$ cat src/rtl/dcpu16_pkg.sv
// dcpu16_pkg: shared constants and types for the dcpu16 sequencer.
//   Default field geometry of the instruction word, the NOP encoding,
//   opcode ranges, the "destination is PC" operand code and the phase enum.
package dcpu16_pkg;

   // Default instruction word geometry: [B:FLD][A:FLD][OP:OPW]
   localparam int unsigned OPW_D = 4;
   localparam int unsigned FLD_D = 6;
   localparam int unsigned DW_D  = OPW_D + 2 * FLD_D;
   localparam int unsigned RAW_D = 3;

   // Field slice positions (LSB of each field)
   localparam int unsigned OP_LSB = 0;
   localparam int unsigned A_LSB  = OPW_D;
   localparam int unsigned B_LSB  = OPW_D + FLD_D;

   // Opcodes
   localparam logic [OPW_D-1:0] OP_EXT    = 4'h0;
   localparam logic [OPW_D-1:0] OP_SET    = 4'h1;
   localparam logic [OPW_D-1:0] OP_IFBASE = 4'hC;

   // SET A,A: opcode SET with both operands zero
   localparam logic [DW_D-1:0] NOP = 16'h0001;

   // Operand-A code selecting PC as destination
   localparam logic [FLD_D-1:0] PCSEL_D = 6'h1C;

   typedef enum logic [1:0] {
      PH0 = 2'd0,
      PH1 = 2'd1,
      PH2 = 2'd2,
      PH3 = 2'd3
   } phase_e;

endpackage

$ cat src/rtl/dcpu16_seq_if.sv
// dcpu16_seq_if: instruction fetch bus between sequencer and memory.
//   f_dti : fetch read data (memory -> sequencer)
//   f_ack : fetch acknowledge, f_dti valid when high
//   f_stb : fetch request (sequencer -> memory)
interface dcpu16_seq_if #(
   parameter int unsigned DW = 16
);
   logic [DW-1:0] f_dti;
   logic          f_ack;
   logic          f_stb;

   modport master (output f_stb, input f_dti, input f_ack);
   modport slave  (input f_stb, output f_dti, output f_ack);
endinterface

$ cat src/rtl/dcpu16_seq_phase.sv
// dcpu16_seq_phase: four-phase cycle counter with fetch stall.
//   clk, rst : clock, synchronous active-high reset
//   ena      : clock enable, low holds the phase
//   f_ack    : fetch acknowledge
//   pha      : current phase
//   f_stb    : fetch request, high throughout phase 2
//   adv      : phase advances this cycle (enabled and not stalled)
//   acc      : fetch word accepted this cycle
module dcpu16_seq_phase
   import dcpu16_pkg::*;
(
   input  logic   clk,
   input  logic   rst,
   input  logic   ena,
   input  logic   f_ack,
   output phase_e pha,
   output logic   f_stb,
   output logic   adv,
   output logic   acc
);

   phase_e pha_q, pha_d;
   logic   stall;

   always_comb begin
      stall = (pha_q == PH2) && !f_ack;
      adv   = ena && !stall;
      acc   = ena && (pha_q == PH2) && f_ack;
      pha_d = pha_q;
      if (adv) begin
         pha_d = phase_e'(pha_q + 2'd1);
      end
   end

   always_ff @(posedge clk) begin
      if (rst) begin
         pha_q <= PH0;
      end else begin
         pha_q <= pha_d;
      end
   end

   assign pha   = pha_q;
   assign f_stb = (pha_q == PH2);

endmodule

$ cat src/rtl/dcpu16_seq.sv
// dcpu16_seq: four-phase instruction sequencer with fetch wait states and
// conditional skip of the instruction following a failed IF-class test.
//   clk, rst : clock, synchronous active-high reset
//   ena      : clock enable; low holds everything, rwe forced low
//   fb       : fetch bus (f_dti, f_ack in; f_stb out)
//   CC       : condition result for the instruction in execute
//   wpc      : datapath wrote PC; the word being fetched is squashed
//   ireg     : latched instruction word
//   pha      : current phase 0..3
//   opc      : opcode of the instruction in execute
//   rra      : register read address (B in phases 0/2, A in phases 1/3)
//   rwa, rwe : register write address / single-cycle write enable
//   bra      : instruction in execute targets PC
//   skp      : instruction in execute is being skipped
module dcpu16_seq
   import dcpu16_pkg::*;
#(
   parameter int unsigned      DW     = DW_D,
   parameter int unsigned      OPW    = OPW_D,
   parameter int unsigned      FLD    = FLD_D,
   parameter int unsigned      RAW    = RAW_D,
   parameter logic [OPW-1:0]   IFBASE = OP_IFBASE,
   parameter logic [FLD-1:0]   PCSEL  = PCSEL_D
) (
   input  logic           clk,
   input  logic           rst,
   input  logic           ena,
   dcpu16_seq_if.master   fb,
   input  logic           CC,
   input  logic           wpc,
   output logic [DW-1:0]  ireg,
   output logic [1:0]     pha,
   output logic [OPW-1:0] opc,
   output logic [RAW-1:0] rra,
   output logic [RAW-1:0] rwa,
   output logic           rwe,
   output logic           bra,
   output logic           skp
);

   localparam logic [DW-1:0] NOP_W = DW'(1);

   phase_e pha_s;
   logic   adv, acc, f_stb_s;

   logic [DW-1:0]  ireg_q, ireg_d;
   logic [OPW-1:0] opc_q, opc_d;
   logic [FLD-1:0] xa_q, xa_d;
   logic           bra_q, bra_d;
   logic           skp_q, skp_d;
   logic [RAW-1:0] rra_q, rra_d;
   logic [RAW-1:0] rwa_q, rwa_d;
   logic           rwe_q, rwe_d;
   logic           skip_next;
   logic [FLD-1:0] a_fld;

   dcpu16_seq_phase u_phase (
      .clk   (clk),
      .rst   (rst),
      .ena   (ena),
      .f_ack (fb.f_ack),
      .pha   (pha_s),
      .f_stb (f_stb_s),
      .adv   (adv),
      .acc   (acc)
   );

   always_comb begin
      ireg_d = ireg_q;
      opc_d  = opc_q;
      xa_d   = xa_q;
      bra_d  = bra_q;
      skp_d  = skp_q;
      rra_d  = rra_q;
      rwa_d  = rwa_q;
      rwe_d  = 1'b0;

      a_fld     = ireg_q[OPW +: FLD];
      // Decided on the instruction still in execute, before it is replaced
      skip_next = (opc_q >= IFBASE) && !CC;

      if (adv) begin
         if (pha_s == PH0 || pha_s == PH2) begin
            rra_d = ireg_q[OPW + FLD +: RAW];
         end else begin
            rra_d = ireg_q[OPW +: RAW];
         end
         if (pha_s == PH0) begin
            rwa_d = xa_q[RAW-1:0];
            rwe_d = (xa_q[FLD-1:RAW] == '0) && (opc_q != '0) &&
                    (opc_q < IFBASE) && CC && !skp_q;
         end
      end

      // The squashed word becomes NOP, which can never arm a further skip
      if (acc) begin
         ireg_d = (wpc || skip_next) ? NOP_W : fb.f_dti;
         opc_d  = ireg_q[OPW-1:0];
         xa_d   = a_fld;
         bra_d  = (a_fld == PCSEL);
         skp_d  = skip_next;
      end
   end

   always_ff @(posedge clk) begin
      if (rst) begin
         ireg_q <= NOP_W;
         opc_q  <= '0;
         xa_q   <= '0;
         bra_q  <= 1'b0;
         skp_q  <= 1'b0;
         rra_q  <= '0;
         rwa_q  <= '0;
         rwe_q  <= 1'b0;
      end else begin
         ireg_q <= ireg_d;
         opc_q  <= opc_d;
         xa_q   <= xa_d;
         bra_q  <= bra_d;
         skp_q  <= skp_d;
         rra_q  <= rra_d;
         rwa_q  <= rwa_d;
         rwe_q  <= rwe_d;
      end
   end

   assign fb.f_stb = f_stb_s;
   assign ireg     = ireg_q;
   assign pha      = pha_s;
   assign opc      = opc_q;
   assign rra      = rra_q;
   assign rwa      = rwa_q;
   assign rwe      = rwe_q;
   assign bra      = bra_q;
   assign skp      = skp_q;

endmodule

$ cat src/flat_wrapper.sv
// flat-port wrapper written by rule: the top's interface ports become plain ports
module dcpu16_seq_flat import dcpu16_pkg::*;
#(
   parameter int unsigned      DW     = DW_D,
   parameter int unsigned      OPW    = OPW_D,
   parameter int unsigned      FLD    = FLD_D,
   parameter int unsigned      RAW    = RAW_D,
   parameter logic [OPW-1:0]   IFBASE = OP_IFBASE,
   parameter logic [FLD-1:0]   PCSEL  = PCSEL_D
)
  (clk, rst, ena, CC, wpc, ireg, pha, opc, rra, rwa, rwe, bra, skp, fb_f_stb, fb_f_dti, fb_f_ack);
  dcpu16_seq_if #(.DW(DW)) fb_i ();
  input  logic clk;
  input  logic rst;
  input  logic ena;
  input  logic CC;
  input  logic wpc;
  output logic [DW-1:0] ireg;
  output logic [1:0] pha;
  output logic [OPW-1:0] opc;
  output logic [RAW-1:0] rra;
  output logic [RAW-1:0] rwa;
  output logic rwe;
  output logic bra;
  output logic skp;
  output wire logic [$bits(fb_i.f_stb)-1:0] fb_f_stb;
  input wire logic [$bits(fb_i.f_dti)-1:0] fb_f_dti;
  input wire logic [$bits(fb_i.f_ack)-1:0] fb_f_ack;
  assign fb_f_stb = fb_i.f_stb;
  assign fb_i.f_dti = fb_f_dti;
  assign fb_i.f_ack = fb_f_ack;
  dcpu16_seq #(.DW(DW), .OPW(OPW), .FLD(FLD), .RAW(RAW), .IFBASE(IFBASE), .PCSEL(PCSEL)) u_core (.clk(clk), .rst(rst), .ena(ena), .fb(fb_i), .CC(CC), .wpc(wpc), .ireg(ireg), .pha(pha), .opc(opc), .rra(rra), .rwa(rwa), .rwe(rwe), .bra(bra), .skp(skp));
endmodule
$ cat config.mk
export PLATFORM = sky130hd
export DESIGN_NAME = dcpu16_seq_flat
export DESIGN_NICKNAME = d
export VERILOG_FILES = /design/src/rtl/dcpu16_pkg.sv /design/src/rtl/dcpu16_seq_if.sv /design/src/rtl/dcpu16_seq_phase.sv /design/src/rtl/dcpu16_seq.sv /design/src/flat_wrapper.sv
export SDC_FILE = /design/constraint.sdc
export NUM_CORES = 1
export LEC_CHECK = 0
export BUFFER_PORTS_ARGS = -buffer_cell sky130_fd_sc_hd__buf_2
export CAP_MARGIN = 20
export CORE_ASPECT_RATIO = 0.7
export CORE_MARGIN = 3
export CORE_UTILIZATION = 45
export DETAILED_ROUTE_END_ITERATION = 10
export PLACE_DENSITY = 0.84
export SLEW_MARGIN = 25
export SYNTH_ARGS = -nofsm -noshare
export SYNTH_HDL_FRONTEND = slang
export SYNTH_SLANG_ARGS = --single-unit
$ cat constraint.sdc
create_clock -name clk -period 1.7 [get_ports clk]
set_input_delay 0.085 -clock clk [delete_from_list [all_inputs] [get_ports clk]]
set_output_delay 0.085 -clock clk [all_outputs]
set_load 0.02 [all_outputs]
==> results of run 1 <==
-- critical path: stages, from the launching register on --
cell	delay, ns
dfxtp_1	0.32
inv_1	0.11
ha_1	0.24
nand3_1	0.24
or3_1	0.37
o32a_1	0.17
-- cell families after synthesis --
group | after synthesis | synth area share
fa+ha+maj | 2 | 0.0157
compound gates | 39 | 0.140
simple gates | 75 | 0.279
buf+inv | 18 | 0.0635
mux | 6 | 0.0376
flops | 37 | 0.464
-- power by group through the flow --
| stage | sequential [mW] | clock [mW] | combinational (mW) |
|---|---|---|---|
| finish | 0.884 | 0.596 | 0.154 |
| global route | 0.886 | 0.650 | 0.169 |
| CTS | 0.884 | 0.611 | 0.155 |
| detailed placement | 0.904 | 0 | 0.154 |
| global placement | 0.904 | 0 | 0.153 |
| floorplan | 0.919 | 0 | 0.0878 |
-- routing by layer --
| layer | track usage | share of wire | routed length (µm) |
|---|---|---|---|
| met5 | 0 | 0 | 0 |
| met4 | 0.0761 | 0.016 | 57 |
| met3 | 0.0728 | 0.070 | 253 |
| met2 | 0.250 | 0.39 | 1420 |
| met1 | 0.242 | 0.52 | 1890 |
-- placed cells by master (no fill, tap or decap) --
cell type	n
buf_4	5
buf_12	1
o32a_1	1
buf_2	53
clkbuf_8	5
nand3b_1	30
and3_1	2
nor4_1	1
ha_1	2
clkbuf_1	1
nand4_1	1
o21bai_2	1
nor2_1	2
nor4b_1	2
dfxtp_1	37
o21ai_1	15
inv_1	2
clkinv_2	2
mux2i_1	6
a21oi_1	17
nor3b_1	1
nand2b_1	7
or3_1	2
nand3_1	4
nand2_1	23
a311oi_1	3
a21o_1	2
-- registers in the layout, indices dropped and copies added (netlist names) --
name / count
u_core.bra: 1
u_core.ireg: 16
u_core.opc: 4
u_core.rra: 3
u_core.rwa: 3
u_core.rwe: 1
u_core.skp: 1
u_core.u_phase.pha: 2
u_core.xa_q: 6
-- worst max-delay path by stage --
stage	startpoint	end	slack (ns)	cells past startpoint
global route	u_core.u_phase.pha[0]	u_core.xa_q[4]	0.02	6
floorplan	u_core.u_phase.pha[0]	u_core.xa_q[0]	0.04	7
global placement	u_core.u_phase.pha[0]	u_core.ireg[0]	0.24	5
detailed placement	u_core.u_phase.pha[0]	u_core.ireg[0]	0.18	5
finish	u_core.u_phase.pha[0]	u_core.ireg[0]	0.14	5
CTS	u_core.u_phase.pha[0]	u_core.ireg[0]	0.15	5
-- area by class of cell --
type                    count  area, µm²  area share
inverters                   2       7.51     0.00382
multi-input cells         122        753       0.383
flip-flops and latches     37        741       0.377
clock buffers               6       72.6      0.0369
clock inverters             2       10.0     0.00509
well taps                  47       58.8      0.0299
repair buffers             59        323       0.164
-- through the flow --
step                      hold WS, ns  total power, mW  std cells
after floorplan                 0.241             1.01        177
after global placement          0.354             1.06        267
after detailed placement        0.357             1.06        267
after CTS                      0.0348             1.65        275
after global routing           0.0377             1.71        275
final                          0.0435             1.63        275
==> results.rst, run 1 <==
.. list-table::
   :header-rows: 1

   * - Metric
     - Value
   * - Hold path cells
     - 3
   * - Largest net degree at the start of global routing
     - 57
   * - Final setup violation count
     - 0
   * - Number of clock buffers inserted by TritonCTS
     - 5
   * - Reg-to-Reg Start
     - u_core.u_phase.pha[0]
   * - H-Tree Depth
     - 2
   * - Count of nets left with antenna violations after detail routing
     - 0
   * - Syn nets
     - 201
   * - Half-perimeter wire length after detailed placement
     - 2410 µm
   * - Root buffer cell
     - clkbuf_8
   * - Most common cell in the synthesized netlist
     - dfxtp_1
   * - Via density
     - 4.99
   * - Share of layout cells above drive strength 1
     - 0.294
   * - Share of the yosys chip area belonging to registers
     - 0.464
   * - Minimum clock period after layout
     - 1.56 ns
   * - Leakage
     - 0.800 nW
   * - Peak supply drop
     - 386 µV
   * - Layout overhead on the synthesized area
     - 23.2%
   * - Clock transition at the registers of the reported paths
     - 0.08 ns
   * - Number of optimization iterations in the first detailed-route pass
     - 6
   * - Sinks on the clock net
     - 37
   * - Post-synthesis cell type with the largest combined area
     - dfxtp_1
   * - Max-slew violation count
     - 0
   * - Count of antenna diodes in the layout
     - 0
   * - Total negative slack
     - 0 ns
   * - Share of the synthesized area in the top cell type
     - 0.464
   * - Share of total power in the clock network
     - 0.365
   * - Total wirelength of the detailed-routed design
     - 3620 µm
   * - Fin worst setup slack
     - 0.138 ns
   * - Core Rows
     - 17
   * - Gate power share
     - 0.094
   * - Global-route wire length before repair
     - 6030 µm
   * - Cell types with the largest area share after synthesis
     - dfxtp_1, nand3b_1, nand2_1
   * - Clock latency reported for the late side of the worst-skew pair
     - 0.30 ns
   * - CORE AREA
     - 3280 µm²
   * - Status
     - complete, no violations
   * - Routability-driven placement congestion ratio
     - 0.812
   * - Critical R2R Capture
     - u_core.ireg[0]
   * - Required time at the worst-slack endpoint
     - 1.88 ns
   * - Arr. time, crit path
     - 1.74 ns
   * - Synth Register Bits
     - 37
   * - Netlist area before placement
     - 1600 µm²
   * - Hold endpoint
     - u_core.ireg[8]
   * - Via count
     - 1373
   * - Combined global-route utilization of all metal layers
     - 0.179
   * - Most frequently used flop master after synthesis
     - dfxtp_1
   * - Element type at the critical path start
     - flop
   * - Net Switching
     - 404 µW
   * - Post-CTS resize count
     - 0
   * - Post-synth EDFFs
     - 0
   * - Setup repair bufs after CTS
     - 0
   * - Die outline height
     - 55.8 µm
   * - Count of endpoints failing hold in the final timing report
     - 0
   * - Register-to-register setup slack
     - 0.14 ns
   * - Type of element capturing the critical path
     - flop
   * - Synthesized area per cell
     - 9.01 µm²
   * - Worst Hold Class
     - input port to flop
   * - Detailed-route DRC error count
     - 0
   * - F_max
     - 640 MHz
   * - Count of yosys warnings during synthesis
     - 0
   * - Drt initial violations
     - 66
   * - Clock tree from TritonCTS
     - done
   * - Async SR Flop Fraction
     - 0
   * - Number of port buffers
     - 53
   * - Fraction of the cycle the final worst path needs
     - 0.919
   * - Max-slew headroom at the worst pin
     - 0.504
   * - R2R cell count
     - 5
   * - Highest net fanout along the worst path
     - 8
   * - Boundary Pins
     - 54
   * - Maximum Capacitance Violations
     - 0
   * - Antenna violations before repair
     - 0
   * - Cells after Synth
     - 177
   * - Net Sw Frac
     - 0.247
   * - Largest buffer count on any clock path
     - 2
   * - Overall die width
     - 77.2 µm
   * - Number of distinct library cells after synthesis
     - 25
   * - Share of the core filled with cells in the final layout
     - 0.600
   * - Critical hold path startpoint
     - fb_f_dti[8]
   * - Cell area after layout
     - 1970 µm²
   * - Wire length per cell after detailed routing
     - 13.2 µm
   * - Areal power density over the cells
     - 831 nW/µm²
   * - Total congestion overflow after global routing
     - 0
   * - Slew @ Worst Pin
     - 0.744 ns
   * - Worst-case setup slack after placement
     - 0.176 ns
   * - # nets final
     - 251
   * - Die Footprint
     - 4310 µm²
   * - Int Pwr
     - 1.23 mW
   * - Via count of the first global-routing pass
     - 1274
   * - Filler Cells Inserted
     - 312
   * - Effective utilization at floorplan
     - 0.487
   * - Maximum clock skew at final layout
     - 0.00884 ns
   * - RSZ-0062 raised after global routing
     - false
   * - Share of total power in sequential cells
     - 0.541
   * - Most numerous cell types in the synthesized netlist
     - dfxtp_1, nand3b_1, nand2_1
   * - Crit Path Category
     - flop to flop
   * - CTS Hold Buffers Added
     - 0
   * - Dpl cell area
     - 1880 µm²
(Power assumes the default switching activity.)
==> run 2, diff against run 1 <==
Settings changed: GPL_ROUTABILITY_DRIVEN from default to 1, PLACE_DENSITY 0.84 to default, PLACE_DENSITY_LB_ADDON from default to 0.3.
Clock period 1.7 ns to 1.8 ns, I/O delays scaled along.
==> results.rst, run 2 (synthesis gave the netlist of run 1 again) <==
.. list-table::
   :header-rows: 1

   * - Metric
     - Value
   * - Via count of the first global-routing pass
     - 1278 (+0.31%)
   * - Fraction of the cycle the final worst path needs
     - 0.838 (-0.0806)
   * - Element type at the critical path start
     - flop
   * - Overall die width
     - 77.2 µm (unchanged)
   * - Maximum Capacitance Violations
     - 0 (unchanged)
   * - Combined global-route utilization of all metal layers
     - 0.177 (-0.00240)
   * - Leakage
     - 0.811 nW (+1.3%)
   * - Largest buffer count on any clock path
     - 2 (unchanged)
   * - Number of clock buffers inserted by TritonCTS
     - 5 (unchanged)
   * - Worst-case setup slack after placement
     - 0.308 ns (+0.132 ns)
   * - Setup repair bufs after CTS
     - 0 (unchanged)
   * - Total wirelength of the detailed-routed design
     - 3620 µm (+0.19%)
   * - Core Rows
     - 17 (unchanged)
   * - Number of optimization iterations in the first detailed-route pass
     - 4 (-2)
   * - Boundary Pins
     - 54 (unchanged)
   * - Crit Path Category
     - flop to flop
   * - Max-slew violation count
     - 0 (unchanged)
   * - Worst Hold Class
     - input port to flop
   * - Status
     - complete, no violations
   * - Reg-to-Reg Start
     - u_core.u_phase.pha[0]
   * - H-Tree Depth
     - 2 (unchanged)
   * - Half-perimeter wire length after detailed placement
     - 2580 µm (+7.0%)
   * - Global-route wire length before repair
     - 6070 µm (+0.70%)
   * - Number of port buffers
     - 53 (unchanged)
   * - Clock latency reported for the late side of the worst-skew pair
     - 0.28 ns (-0.02 ns)
   * - Root buffer cell
     - clkbuf_8
   * - Dpl cell area
     - 1880 µm² (-0.27%)
   * - Filler Cells Inserted
     - 326 (+4.5%)
   * - F_max
     - 663 MHz (+3.5%)
   * - Combined area of the multi-input logic cells
     - 753 µm² (unchanged)
   * - Count of nets left with antenna violations after detail routing
     - 0 (unchanged)
   * - Via density
     - 5.13 (+2.7%)
   * - CTS Hold Buffers Added
     - 0 (unchanged)
   * - Post-CTS resize count
     - 0 (unchanged)
   * - Highest net fanout along the worst path
     - 12 (+4)
   * - Most common cell after layout, fill and taps aside
     - buf_2
   * - Buffering stage count on the worst path with inverters included
     - 2 (+1)
   * - Launch point of the worst path
     - u_core.u_phase.pha[0]
   * - Arr. time, crit path
     - 1.72 ns (-0.02 ns)
   * - Effective utilization at floorplan
     - 0.487 (unchanged)
   * - Antenna violations before repair
     - 0 (unchanged)
   * - Ordered cell list for the critical path
     - inv_1 > ha_1 > nand3_1 > buf_4 > or3_1 > a21oi_1
   * - Most frequent cells in the layout
     - buf_2, dfxtp_1, nand3b_1, nand2_1, a21oi_1
   * - Count of endpoints failing hold in the final timing report
     - 0 (unchanged)
   * - Worst hold margin
     - 0.0654 ns (+0.0220 ns)
   * - Cell at the slowest stage of the critical path
     - dfxtp_1
   * - Maximum clock skew at final layout
     - 0.00387 ns (-0.00497 ns)
   * - Areal power density over the cells
     - 811 nW/µm² (-2.5%)
   * - Count of antenna diodes in the layout
     - 0 (unchanged)
   * - Total design power
     - 1.60 mW (-1.8%)
   * - Flip-flop count of the largest register, all copies and words added
     - 16 (unchanged)
   * - Total congestion overflow after global routing
     - 0 (unchanged)
   * - Max-slew headroom at the worst pin
     - 0.500 (-0.00459)
   * - Clock tree from TritonCTS
     - done
   * - Peak supply drop
     - 441 µV (+14%)
   * - # nets final
     - 252 (+0.40%)
   * - Final setup violation count
     - 0 (unchanged)
   * - Share of the core filled with cells in the final layout
     - 0.604 (+0.00420)
   * - Die outline height
     - 55.8 µm (unchanged)
   * - Routability-driven placement congestion ratio
     - 0.725 (-11%)
   * - Detailed-route DRC error count
     - 0 (unchanged)
   * - Wire length per cell after detailed routing
     - 13.1 µm (-0.17%)
   * - Largest net degree at the start of global routing
     - 57 (unchanged)
   * - Area taken by flip-flops and latches
     - 741 µm² (unchanged)
   * - Drt initial violations
     - 88 (+33%)
   * - Die Footprint
     - 4310 µm² (unchanged)
   * - Number of cells in the design after placement
     - 268 (+0.37%)
   * - Type of element capturing the critical path
     - flop
   * - Minimum clock period after layout
     - 1.51 ns (-0.0532 ns)
   * - CORE AREA
     - 3280 µm² (unchanged)
   * - Critical hold path startpoint
     - fb_f_dti[8]
   * - Required time at the worst-slack endpoint
     - 2.01 ns (+0.13 ns)
   * - Fin worst setup slack
     - 0.292 ns (+0.153 ns)
   * - Via count
     - 1415 (+3.1%)
   * - Sinks on the clock net
     - 37 (unchanged)
   * - Share of layout cells above drive strength 1
     - 0.301 (+0.00745)
   * - Layout overhead on the synthesized area
     - 24.1%
   * - Top cell family by delay on the critical path
     - simple AND/OR/NAND/NOR gates
   * - RSZ-0062 raised after global routing
     - false
   * - Cell area after layout
     - 1980 µm² (+0.70%)
   * - Slew @ Worst Pin
     - 0.751 ns (+0.00688 ns)
   * - Max incr delay on CP
     - 0.31 ns (-0.06 ns)
   * - Final non-filler cell total
     - 276 (+0.36%)
   * - Clock transition at the registers of the reported paths
     - 0.07 ns (about the same)
   * - Total negative slack
     - 0 ns (unchanged)
-- run 2: cell types whose count changed in the layout (fill, tap and decap cells not counted) --
cell and delta:
buf_12 -1, buf_4 +2, clkbuf_1 -1, clkbuf_8 +2, clkinv_2 -1
-- run 2: final cells by class --
class / instances / share of cell area
multi-input cells: 122 / 0.381
flip-flops and latches: 37 / 0.374
repair buffers: 60 / 0.161
clock buffers: 7 / 0.0487
well taps: 47 / 0.0297
inverters: 2 / 0.00379
clock inverters: 1 / 0.00253
-- run 2: where the power goes --
group | internal (mW) | switching [mW] | total (mW)
clock | 0.346 | 0.276 | 0.622
combinational | 0.0652 | 0.0821 | 0.147
sequential | 0.829 | 0.00645 | 0.835
total | 1.24 | 0.365 | 1.60
-- run 2: worst paths after layout --
path / endpoint / slack, ns / depth (start not counted)
worst max-delay path: u_core.skp / 0.29 / 6
worst min-delay path: u_core.ireg[8] / 0.07 / 3
worst max register to register: u_core.skp / 0.29 / 6
worst min register to register: u_core.xa_q[0] / 0.46 / 2
-- run 2: worst reg2reg max path, stage by stage (launching register included) --
cell and delay, ns:
dfxtp_1 0.31, inv_1 0.12, ha_1 0.25, nand3_1 0.13, buf_4 0.20, or3_1 0.31
a21oi_1 0.12
-- run 2: per-layer routing --
| layer | up-vias | GRT usage | share of wire |
|---|---|---|---|
| met3 | 5 | 0.0696 | 0.072 |
| met2 | 42 | 0.262 | 0.43 |
| met1 | 645 | 0.236 | 0.49 |
| met5 | - | 0 | 0 |
| li1 | 723 | - | - |
| met4 | 0 | 0.0533 | 0.0097 |
